<file path="src/rtl/snoop_loader_if.sv">
// snoop_loader_if: byte-stream input and snoop-port output of the program loader.
//   slave  : the loader (consumes the byte stream, drives snoop port and status)
//   master : the stream source / core side (drives bytes, observes everything else)
// Signals:
//   in_valid, in_data[7:0], in_ready     byte stream handshake
//   snoopa[7:0], snoopd[7:0], snoopp     snoop write address / data / enable
//   cpu_reset, load_ok, load_err         core reset and sticky load status
interface snoop_loader_if;
  logic       in_valid;
  logic [7:0] in_data;
  logic       in_ready;
  logic [7:0] snoopa;
  logic [7:0] snoopd;
  logic       snoopp;
  logic       cpu_reset;
  logic       load_ok;
  logic       load_err;

  modport slave (
    input  in_valid, in_data,
    output in_ready, snoopa, snoopd, snoopp, cpu_reset, load_ok, load_err
  );

  modport master (
    output in_valid, in_data,
    input  in_ready, snoopa, snoopd, snoopp, cpu_reset, load_ok, load_err
  );
endinterface

</file>
<file path="src/rtl/snoop_loader.sv">
// snoop_loader: framed program loader in front of the discus core snoop port.
// Frame: SYNC, length L (0 = 256), L payload bytes, checksum byte C.
// Payload is written to addresses 0..L-1, one snoop write per byte, one cycle
// after the byte is accepted. The core is held in reset for the whole load and
// released only when (sum(payload) + C) mod 256 == 0.
// Ports:
//   clk    single clock (also the core's snoop_clk)
//   reset  synchronous, active-high
//   bus    snoop_loader_if.slave (stream in, snoop write + status out)
module snoop_loader #(
  parameter logic [7:0] SYNC = 8'hA5
) (
  input  logic           clk,
  input  logic           reset,
  snoop_loader_if.slave  bus
);

  localparam logic [2:0] HUNT = 3'd0;
  localparam logic [2:0] LEN  = 3'd1;
  localparam logic [2:0] DATA = 3'd2;
  localparam logic [2:0] CSUM = 3'd3;
  localparam logic [2:0] RUN  = 3'd4;

  logic [2:0] state;
  logic [7:0] acc;
  logic [7:0] addr;
  logic [8:0] cnt;
  logic       accept;
  logic [7:0] sum;

  // in_ready is itself registered, so nothing is accepted during reset.
  assign accept = bus.in_valid && bus.in_ready;
  assign sum    = acc + bus.in_data;

  always_ff @(posedge clk) begin
    if (reset) begin
      state         <= HUNT;
      acc           <= '0;
      addr          <= '0;
      cnt           <= '0;
      bus.in_ready  <= 1'b0;
      bus.snoopp    <= 1'b0;
      bus.snoopa    <= '0;
      bus.snoopd    <= '0;
      bus.cpu_reset <= 1'b1;
      bus.load_ok   <= 1'b0;
      bus.load_err  <= 1'b0;
    end else begin
      bus.in_ready <= 1'b1;
      bus.snoopp   <= 1'b0;
      if (accept) begin
        case (state)
          HUNT, RUN: begin
            // Reload from either state; holding the core again is what makes
            // a reload in RUN safe.
            if (bus.in_data == SYNC) begin
              state         <= LEN;
              bus.cpu_reset <= 1'b1;
              bus.load_ok   <= 1'b0;
              bus.load_err  <= 1'b0;
              acc           <= '0;
              addr          <= '0;
            end
          end
          LEN: begin
            // L=0 encodes 256: set bit 8 exactly when the low byte is zero.
            cnt   <= {(bus.in_data == 8'h00), bus.in_data};
            state <= DATA;
          end
          DATA: begin
            bus.snoopp <= 1'b1;
            bus.snoopa <= addr;
            bus.snoopd <= bus.in_data;
            acc        <= sum;
            addr       <= addr + 8'd1;
            cnt        <= cnt - 9'd1;
            if (cnt == 9'd1) state <= CSUM;
          end
          CSUM: begin
            acc <= sum;
            if (sum == 8'h00) begin
              state         <= RUN;
              bus.load_ok   <= 1'b1;
              bus.cpu_reset <= 1'b0;
            end else begin
              state        <= HUNT;
              bus.load_err <= 1'b1;
            end
          end
          default: state <= HUNT;
        endcase
      end
    end
  end

endmodule

</file>
<file path="src/flat_wrapper.sv">
// flat-port wrapper written by rule: the top's interface ports become plain ports
module snoop_loader_flat 
#(
  parameter logic [7:0] SYNC = 8'hA5
)
  (clk, reset, bus_in_valid, bus_in_data, bus_in_ready, bus_snoopa, bus_snoopd, bus_snoopp, bus_cpu_reset, bus_load_ok, bus_load_err);
  snoop_loader_if bus_i ();
  input  logic clk;
  input  logic reset;
  input wire logic [$bits(bus_i.in_valid)-1:0] bus_in_valid;
  input wire logic [$bits(bus_i.in_data)-1:0] bus_in_data;
  output wire logic [$bits(bus_i.in_ready)-1:0] bus_in_ready;
  output wire logic [$bits(bus_i.snoopa)-1:0] bus_snoopa;
  output wire logic [$bits(bus_i.snoopd)-1:0] bus_snoopd;
  output wire logic [$bits(bus_i.snoopp)-1:0] bus_snoopp;
  output wire logic [$bits(bus_i.cpu_reset)-1:0] bus_cpu_reset;
  output wire logic [$bits(bus_i.load_ok)-1:0] bus_load_ok;
  output wire logic [$bits(bus_i.load_err)-1:0] bus_load_err;
  assign bus_i.in_valid = bus_in_valid;
  assign bus_i.in_data = bus_in_data;
  assign bus_in_ready = bus_i.in_ready;
  assign bus_snoopa = bus_i.snoopa;
  assign bus_snoopd = bus_i.snoopd;
  assign bus_snoopp = bus_i.snoopp;
  assign bus_cpu_reset = bus_i.cpu_reset;
  assign bus_load_ok = bus_i.load_ok;
  assign bus_load_err = bus_i.load_err;
  snoop_loader #(.SYNC(SYNC)) u_core (.clk(clk), .reset(reset), .bus(bus_i));
endmodule
</file>
<file path="config.mk">
export PLATFORM = sky130hd
export DESIGN_NAME = snoop_loader_flat
export DESIGN_NICKNAME = d
export VERILOG_FILES = /design/src/rtl/snoop_loader_if.sv /design/src/rtl/snoop_loader.sv /design/src/flat_wrapper.sv
export SDC_FILE = /design/constraint.sdc
export NUM_CORES = 1
export LEC_CHECK = 0
export ABC_CLOCK_PERIOD_IN_PS = 3100
export CORE_ASPECT_RATIO = 1.2
export CORE_MARGIN = 1
export CORE_UTILIZATION = 55
export DETAILED_ROUTE_END_ITERATION = 10
export PLACE_DENSITY = 0.77
export SYNTH_ARGS = -nofsm -noshare
export SYNTH_HDL_FRONTEND = slang
export SYNTH_SLANG_ARGS = --single-unit
</file>
<file path="constraint.sdc">
create_clock -name clk -period 3.1 [get_ports clk]
set_input_delay 0.775 -clock clk [delete_from_list [all_inputs] [get_ports clk]]
set_output_delay 0.775 -clock clk [all_outputs]
set_load 0.02 [all_outputs]
</file>
==> results of run 1 <==
==> layer usage <==
| layer | track usage, % | routed length [µm] |
|---|---|---|
| met1 | 28.4 | 2340 |
| met2 | 42.7 | 2590 |
| met3 | 3.33 | 146 |
| met4 | 10.9 | 121 |
| met5 | 0 | 0 |
==> cells in the mapped netlist, types with 5 or more instances <==
master and n:
a21oi_1 24, nor2_2 5, dfxtp_1 49, xor2_1 11, inv_1 6, o21ai_0 12
nand2_1 51, a22oi_1 11, nor2_1 33, clkbuf_1 5, ha_1 10
==> registers in the layout, indices dropped and copies added (netlist names) <==
name / flops
u_core.cnt: 9
u_core.bus.in_ready: 1
u_core.bus.load_ok: 1
u_core.bus.snoopd: 8
u_core.state: 3
u_core.bus.cpu_reset: 1
u_core.bus.snoopa: 8
u_core.addr: 8
u_core.bus.snoopp: 1
u_core.acc: 8
u_core.bus.load_err: 1
==> placed cells by master (no fill, tap or decap), types with 4 or more instances in the layout <==
| cell | synthesis | routed |
|---|---|---|
| nand4_1 | 4 | 4 |
| ha_1 | 10 | 10 |
| clkdlybuf4s50_1 | 0 | 31 |
| nor2_1 | 33 | 33 |
| a22oi_1 | 11 | 11 |
| a211oi_1 | 4 | 4 |
| dfxtp_1 | 49 | 49 |
| buf_4 | 1 | 14 |
| o21ai_1 | 4 | 4 |
| xor2_1 | 11 | 11 |
| o21ai_0 | 12 | 12 |
| clkbuf_8 | 0 | 5 |
| nor2_2 | 5 | 5 |
| inv_1 | 6 | 6 |
| a21oi_1 | 24 | 24 |
| nand2_1 | 51 | 51 |
==> area by class of cell <==
class | count | area (µm²)
well taps | 56 | 70.1
clock buffers | 5 | 68.8
inverters | 6 | 22.5
clock inverters | 3 | 25.0
repair buffers | 45 | 415
flip-flops and latches | 49 | 981
fillers | 356 | 1280
multi-input cells | 219 | 1400
==> worst max-delay path by stage <==
| stage | slack (ps) | cells after the start | end | startpoint |
|---|---|---|---|---|
| after detailed placement | -80 | 8 | u_core.bus.load_err$_SDFFE_PP0P_ | bus_in_data[0] |
| final | 250 | 8 | u_core.state[2]$_SDFFE_PP0P_ | bus_in_data[0] |
| after floorplan | 550 | 7 | u_core.bus.load_err$_SDFFE_PP0P_ | bus_in_data[0] |
| after CTS | 250 | 8 | u_core.state[2]$_SDFFE_PP0P_ | bus_in_data[0] |
| after global placement | -30 | 8 | u_core.bus.load_err$_SDFFE_PP0P_ | bus_in_data[0] |
| after global routing | 100 | 9 | u_core.bus.load_err$_SDFFE_PP0P_ | bus_in_data[0] |
==> cell families (layout without fill, tap and decap cells) <==
| kind of cell | count (synthesis) | count (layout) | share of synthesized area (%) |
|---|---|---|---|
| adders and majority gates | 11 | 11 | 5.92 |
| muxes | 3 | 3 | 1.43 |
| buffers and inverters | 16 | 59 | 3.06 |
| xor gates and xnor gates | 13 | 13 | 4.65 |
| AOI/OAI and AO/OA | 72 | 72 | 20.3 |
| DFF | 49 | 49 | 40.0 |
| and+or+nand+nor | 120 | 120 | 24.6 |
==> worst max-delay path: stages <==
cell and delay (ps):
clkdlybuf4s50_1 430, ha_1 230, fa_1 400, xor2_1 180, or3_1 330, nor4_2 380, and4_4 290, or2_1 90
==> stage by stage <==
stage | area, µm² | utilization, % | hold WS [ps]
2_1_floorplan | 2450 | - | 440
3_5_place_dp | 2880 | 67.7 | 447
4_1_cts | 2980 | 69.9 | 460
5_1_grt | 2980 | 69.9 | 479
6_report | 2980 | 69.9 | 457
3_3_place_gp | 2880 | 67.7 | 443
==> power breakdown <==
part           switching [mW]  internal [mW]  total (mW)
clock                   0.229          0.163       0.393
sequential           0.000395          0.630       0.630
combinational          0.0415         0.0320      0.0735
total                   0.271          0.825        1.10
==> impl_metrics.toml, run 1 <==
[status]
status = "finished clean"

[placed_design]
pre_cts_slack_ps = -81.0
routabilityCongestion = 0.814
io_buffers = 31
dpl.hpwl_um = 3880
dp_cells = 375

[worst_setup_path]
r2r_setup_slack_ps = 860
rr_startpoint = "u_core.acc[0]$_SDFFE_PP0P_"
cp.arrival_ps = 3110
rr_worst_depth = 7
required_ps = 3360
rr_endpoint = "u_core.state[2]$_SDFFE_PP0P_"
path_max_fanout = 3
crit_type = "input port to register"
cp-start-kind = "input port"
end_kind = "register"

[power_and_ir_drop]
leakagePower_nw = 1.11
finalPower_mw = 1.10
power_density_nw_per_um2 = 368
vdd_ir_drop_max_mv = 0.232

[timing]
period_share_pct = 91.9
finClkSkew_ps = 4.82
maxSlewViolCount = 0
rsz0062_at_grt = "false"
finalSetupTns_ps = 0
layout_min_cycle_time_ps = 2850
relSlewSlack_pct = 60.6
setup_violations = 0
tightest_slew_ps = 589
max_freq_mhz = 351
final-hold-violation-count = 0
fin_ws_ps = 251

[routing]
first_iter_violations = 116
drc = 0
via_per_inst = 5.59
wirelength_um = 5200
wl_per_cell_um = 13.6
num_vias = 2141
drtPass1Iterations = 4
antenna_left = 0

[cts]
clock-root-buffer = "clkbuf_8"
cts_tree = "yes"
clockBufferDepth = 2
holdBufCountCts = 0
htree_levels = 2
postCtsSetupBuffers = 0
path_clk_slew_ps = 90
post_cts_resize_count = 0
clock_sinks = 49
numCtsBuffers = 5
clock_latency_ps = 300

[synthesis]
ys_async_sr_fraction_pct = 0
ys_seq_area_share_pct = 40.0
ys_warn_count = 0
netlist-cell-type-count = 54
synth_edf_count = 0
synth-main-ff-cell = "dfxtp_1"
syn_inst = 284
synthesis.area_um2 = 2450
synth-seq-cells = 49
synthTopCellsByArea = "dfxtp_1 (40%), nand2_1 (7.8%), ha_1 (5.1%)"
yosysTopAreaCell = "dfxtp_1"
syn_nets = 306
synth.top_cell.area_share_pct = 40.0
syn-mean-instance-area_um2 = 8.63

[grt]
grt_usage_pct = 23.8
first_global_vias = 1979
grt_overflow = 0
grt_pass1_wl_um = 8830
antenna_found_initial = 0
grt_max_degree = 42

[layout]
drive_above_1_share_pct = 14.1
num-nets-final = 348
antennaDiodeCount = 0
syn2layout_area_growth_pct = 21.5
fin_cells = 383

[floorplan]
die_y_um = 75.1
rows = 26
io_pins = 32
die_w_um = 62.9
start_util_pct = 57.5
dieArea_um2 = 4730
core-area_um2 = 4260

[min_path]
hold_path.class = "register to register"
min_to = "u_core.bus.snoopd[6]$_SDFFE_PP0P_"
hp-start = "u_core.bus.snoopd[6]$_SDFFE_PP0P_"
hold_depth = 2

[run]
cap_violations = 0
(Power assumes the default switching activity.)
==> run 2: changes to the inputs <==
--- a/config.mk
+++ b/config.mk
@@ -11,6 +11,8 @@
 export CORE_UTILIZATION = 55
 export DETAILED_ROUTE_END_ITERATION = 10
 export PLACE_DENSITY = 0.77
+export SETUP_SLACK_MARGIN = 0.15
+export SLEW_MARGIN = 20
 export SYNTH_ARGS = -nofsm -noshare
 export SYNTH_HDL_FRONTEND = slang
 export SYNTH_SLANG_ARGS = --single-unit
==> impl_metrics.toml, run 2 (synthesis gave the netlist of run 1 again) <==
[layout]
drive_above_1_share_pct = 14.4
num-nets-final = 348
largest_reg_flops = 9
regMostFlops = "u_core.cnt"
syn2layout_area_growth_pct = 22.1
final_util_pct = 70.2
layout_commonest_cell = "nand2_1"
antennaDiodeCount = 0
layout_common_cells = "nand2_1 (51), dfxtp_1 (49), nor2_1 (33), clkdlybuf4s50_1 (31), a21oi_1 (24)"
fill_cells = 355

[placed_design]
pre_cts_slack_ps = -81.0
io_buffers = 31
routabilityCongestion = 0.814
dpl.hpwl_um = 3880

[grt]
grt_pass1_wl_um = 8830
antenna_found_initial = 0
first_global_vias = 1979
grt_overflow = 0
grt_max_degree = 42
grt_usage_pct = 23.8

[floorplan]
core-area_um2 = 4260
start_util_pct = 57.5
io_pins = 32
die_y_um = 75.1
dieArea_um2 = 4730
rows = 26
die_w_um = 62.9

[power_and_ir_drop]
vdd_ir_drop_max_mv = 0.236
leakagePower_nw = 1.11
power_frac_seq_pct = 57.2
p_switching_mw = 0.276
clkPwrFrac_pct = 36.0
finalPower_mw = 1.10
power_density_nw_per_um2 = 368
p_int_mw = 0.825
swShare_pct = 25.1
pwr-share-comb_pct = 6.8

[routing]
num_vias = 2131
wl_per_cell_um = 13.6
via_per_inst = 5.56
wirelength_um = 5220
drtPass1Iterations = 4
antenna_left = 0
drc = 0
first_iter_violations = 121

[cts]
clock_sinks = 49
clockBufferDepth = 2
post_cts_resize_count = 0
cts_tree = "yes"
htree_levels = 2
postCtsSetupBuffers = 0
numCtsBuffers = 5
clock-root-buffer = "clkbuf_8"
path_clk_slew_ps = 100
clock_latency_ps = 310
holdBufCountCts = 0

[timing]
setup_violations = 0
rsz0062_at_grt = "false"
tightest_slew_ps = 594
fin_ws_ps = 276
period_share_pct = 91.1
layout_min_cycle_time_ps = 2820
fin_hold_ws_ps = 457
finalSetupTns_ps = 0
max_freq_mhz = 354
maxSlewViolCount = 0
finClkSkew_ps = 9.26
final-hold-violation-count = 0
relSlewSlack_pct = 60.3

[worst_setup_path]
cp.arrival_ps = 3090
path_max_fanout = 3
required_ps = 3360
cp-start-kind = "input port"
crit_type = "input port to register"
cpPeakStageDelay_ps = 430
crit_slowest_cell = "clkdlybuf4s50_1"
path_cells = "clkdlybuf4s50_1 > ha_1 > fa_1 > xor2_1 > or3_1 > nor4_4 > and4_4 > or2_1"
end_kind = "register"

[min_path]
hold_path.class = "register to register"

[status]
status = "finished clean"

[run]
cap_violations = 0
[run 2: metal layers]
| metal | global-route usage (%) | share of wire [%] |
|---|---|---|
| met5 | 0 | 0 |
| met4 | 10.9 | 1.9 |
| met3 | 3.33 | 2.2 |
| met2 | 42.7 | 50 |
| met1 | 28.4 | 46 |
[run 2: cell type report]
type	instances	area, µm²	area share (%)
Tap cell	56	70.1	2.34
Clock buffer	5	68.8	2.30
Sequential cell	49	981	32.8
Clock inverter	3	25.0	0.836
Multi-Input combinational cell	219	1410	47.1
Timing Repair Buffer	45	415	13.9
Inverter	6	22.5	0.753
[run 2: worst max-delay path: cells and delay by family]
family,cells,cell delay (ps)
simple gates,4,1050
fa+ha+maj,2,640
buf+inv,1,430
xor+xnor,1,190
[run 2: metrics by stage]
stage	cells	cell area, µm²
floorplan	284	2450
global placement	375	2880
detailed placement	375	2880
CTS	383	2980
global route	383	2990
finish	383	2990
[run 2: power by group through the flow]
stage                     Clock [mW]  Sequential (mW)  Combinational, mW
final                          0.397            0.630             0.0745
after global routing           0.427            0.630             0.0809
after CTS                      0.401            0.630             0.0735
after detailed placement           0            0.645             0.0734
after global placement             0            0.645             0.0725
after floorplan                    0            0.646             0.0323
[run 2: final timing paths]
path | from | endpoint | slack (ps) | depth (start not counted)
worst max-delay path | bus_in_data[0] | u_core.state[2]$_SDFFE_PP0P_ | 280 | 8
worst min-delay path | u_core.bus.snoopd[6]$_SDFFE_PP0P_ | u_core.bus.snoopd[6]$_SDFFE_PP0P_ | 460 | 2
worst max register to register | u_core.acc[0]$_SDFFE_PP0P_ | u_core.state[2]$_SDFFE_PP0P_ | 880 | 7
worst min register to register | u_core.bus.snoopd[6]$_SDFFE_PP0P_ | u_core.bus.snoopd[6]$_SDFFE_PP0P_ | 460 | 2
==> RTL edit (config.mk and constraints of run 2) <==
Reset style: asynchronous (`reset`), changed in one clocked block.
--- a/src/rtl/snoop_loader.sv
+++ b/src/rtl/snoop_loader.sv
@@ -32,7 +32,7 @@
   assign accept = bus.in_valid && bus.in_ready;
   assign sum    = acc + bus.in_data;
 
-  always_ff @(posedge clk) begin
+  always_ff @(posedge clk or posedge reset) begin
     if (reset) begin
       state         <= HUNT;
       acc           <= '0;
Formal check against the unedited RTL: differs if reset is asserted again (counterexample within 4 cycles, from zero or initial values and one cycle with reset high); with reset held inactive, the same outputs for 4 cycles.
==> RTL edit against run 2 <==
- worst setup slack improved by 0.0087 ns
- maximum frequency increased by 0.31%
- routed wire length increased by 18%
- first-iteration DRC count increased by 120%
- sequential cell count unchanged
- design area increased by 9.5%
- synthesized area increased by 5.9%
- critical path depth unchanged
- sequential share of layout area increased by 4.7 points
- highest routed layer unchanged
Power is not compared: it rests on default switching activity, and its combinational part moved more than twofold at a synthesized area within 25%.
==> RTL edit: results (changes against run 2) <==
outcome=finished clean; post-synthesis compound-gate area fraction=0.138 (-0.0653); worst hold path startpoint=u_core.cnt[8]; via count=2257 (+5.9%); fin nets=341 (-2.0%); R2R cell count=10 (+3); Detailed Route Iter0 Violations=270 (+120%); Place WS=-0.217 ns (-0.137 ns); Fill cells=338 (-4.8%); Synth Area in Adders=0.0559 (-0.00328); crit path launch=bus_in_data[4]; Post-synth top cells=48 x dfrtp_1, 28 x nor2_1, 27 x nand2_1; Mapped Nets=285 (-6.9%); Reg-to-Reg Start=u_core.acc[0]; crit path to=u_core.bus.load_ok; sequential share of the synthesized area=0.473 (+0.0728); Critical Path AT=3.01 ns (-0.08 ns); Wirelength per Cell=16.3 um (+19%); Worst Hold End=u_core.cnt[8]; RD Place Congestion=0.946 (+16%); ys async rst share=1.00 (+1.00); R2R setup slack=0.78 ns (-0.10 ns); critical path's slowest cell=or4b_2; reg-to-reg endpoint=u_core.bus.load_ok; dpl hpwl=4.24 mm (+9.2%); Total GRT Usage=0.267 (+0.0291); pin count of the biggest net entering global routing=50 (+19%); worst-margin pin slew=0.560 ns (-0.0336 ns); Netlist cell types=46 (-15%); Min Hold Slack=0.496 ns (+0.0392 ns); Tcrit/Tclk final=0.908 (-0.00281)
[RTL edit: changes by cell type after synthesis, sizes merged, moves of 8 or more]
| cell | delta |
|---|---|
| dfxtp | -49 |
| a21oi | -13 |
| a22oi | -9 |
| nand3 | +8 |
| nand2 | -24 |
| dfrtp | +48 |
| mux2 | +16 |
| nor2 | -11 |
[RTL edit: metrics by stage]
step / total power, W / instances / area (um^2) / setup TNS (ns)
final: 0.00283 / 378 / 3280 / 0
after global routing: 0.00302 / 378 / 3280 / 0
after CTS: 0.00279 / 377 / 3250 / 0
after detailed placement: 0.00237 / 368 / 3140 / -0.662
after global placement: 0.00232 / 368 / 3140 / -0.298
after floorplan: 0.00186 / 263 / 2590 / 0
[RTL edit: worst register-to-register path, delay by kind of cell, from the launching register on]
kind                       cells  cell delay, ns
adders and majority gates      2            0.61
AOI/OAI and AO/OA              4            0.73
buffers and inverters          2            0.25
DFF                            1            0.40
and+or+nand+nor                2            0.22
[RTL edit: what timing repair did]
| item | 4_1_cts | 5_1_grt |
|---|---|---|
| gates cloned | 0 | 0 |
| pin swaps | 2 | 7 |
| setup endpoints to repair | 4 | 4 |
| resized for setup | 4 | 6 |
| setup buffers | 1 | 1 |
[RTL edit: area by class of cell]
cell class | count | area [um^2] | share of cell area
clock inverters | 1 | 5.00 | 0.00153
repair buffers | 57 | 523 | 0.160
multi-input cells | 197 | 1340 | 0.408
clock buffers | 7 | 76.3 | 0.0233
flip-flops and latches | 49 | 1230 | 0.375
well taps | 58 | 72.6 | 0.0222
inverters | 9 | 33.8 | 0.0103
[RTL edit: layer usage]
layer	vias up	part of all wire	wire, um	global-route usage
met5	-	0	0	0
met4	0	0.031	189	0.124
met3	21	0.046	283	0.0506
met2	87	0.49	3040	0.429
met1	1093	0.43	2640	0.342
li1	1056	-	-	-
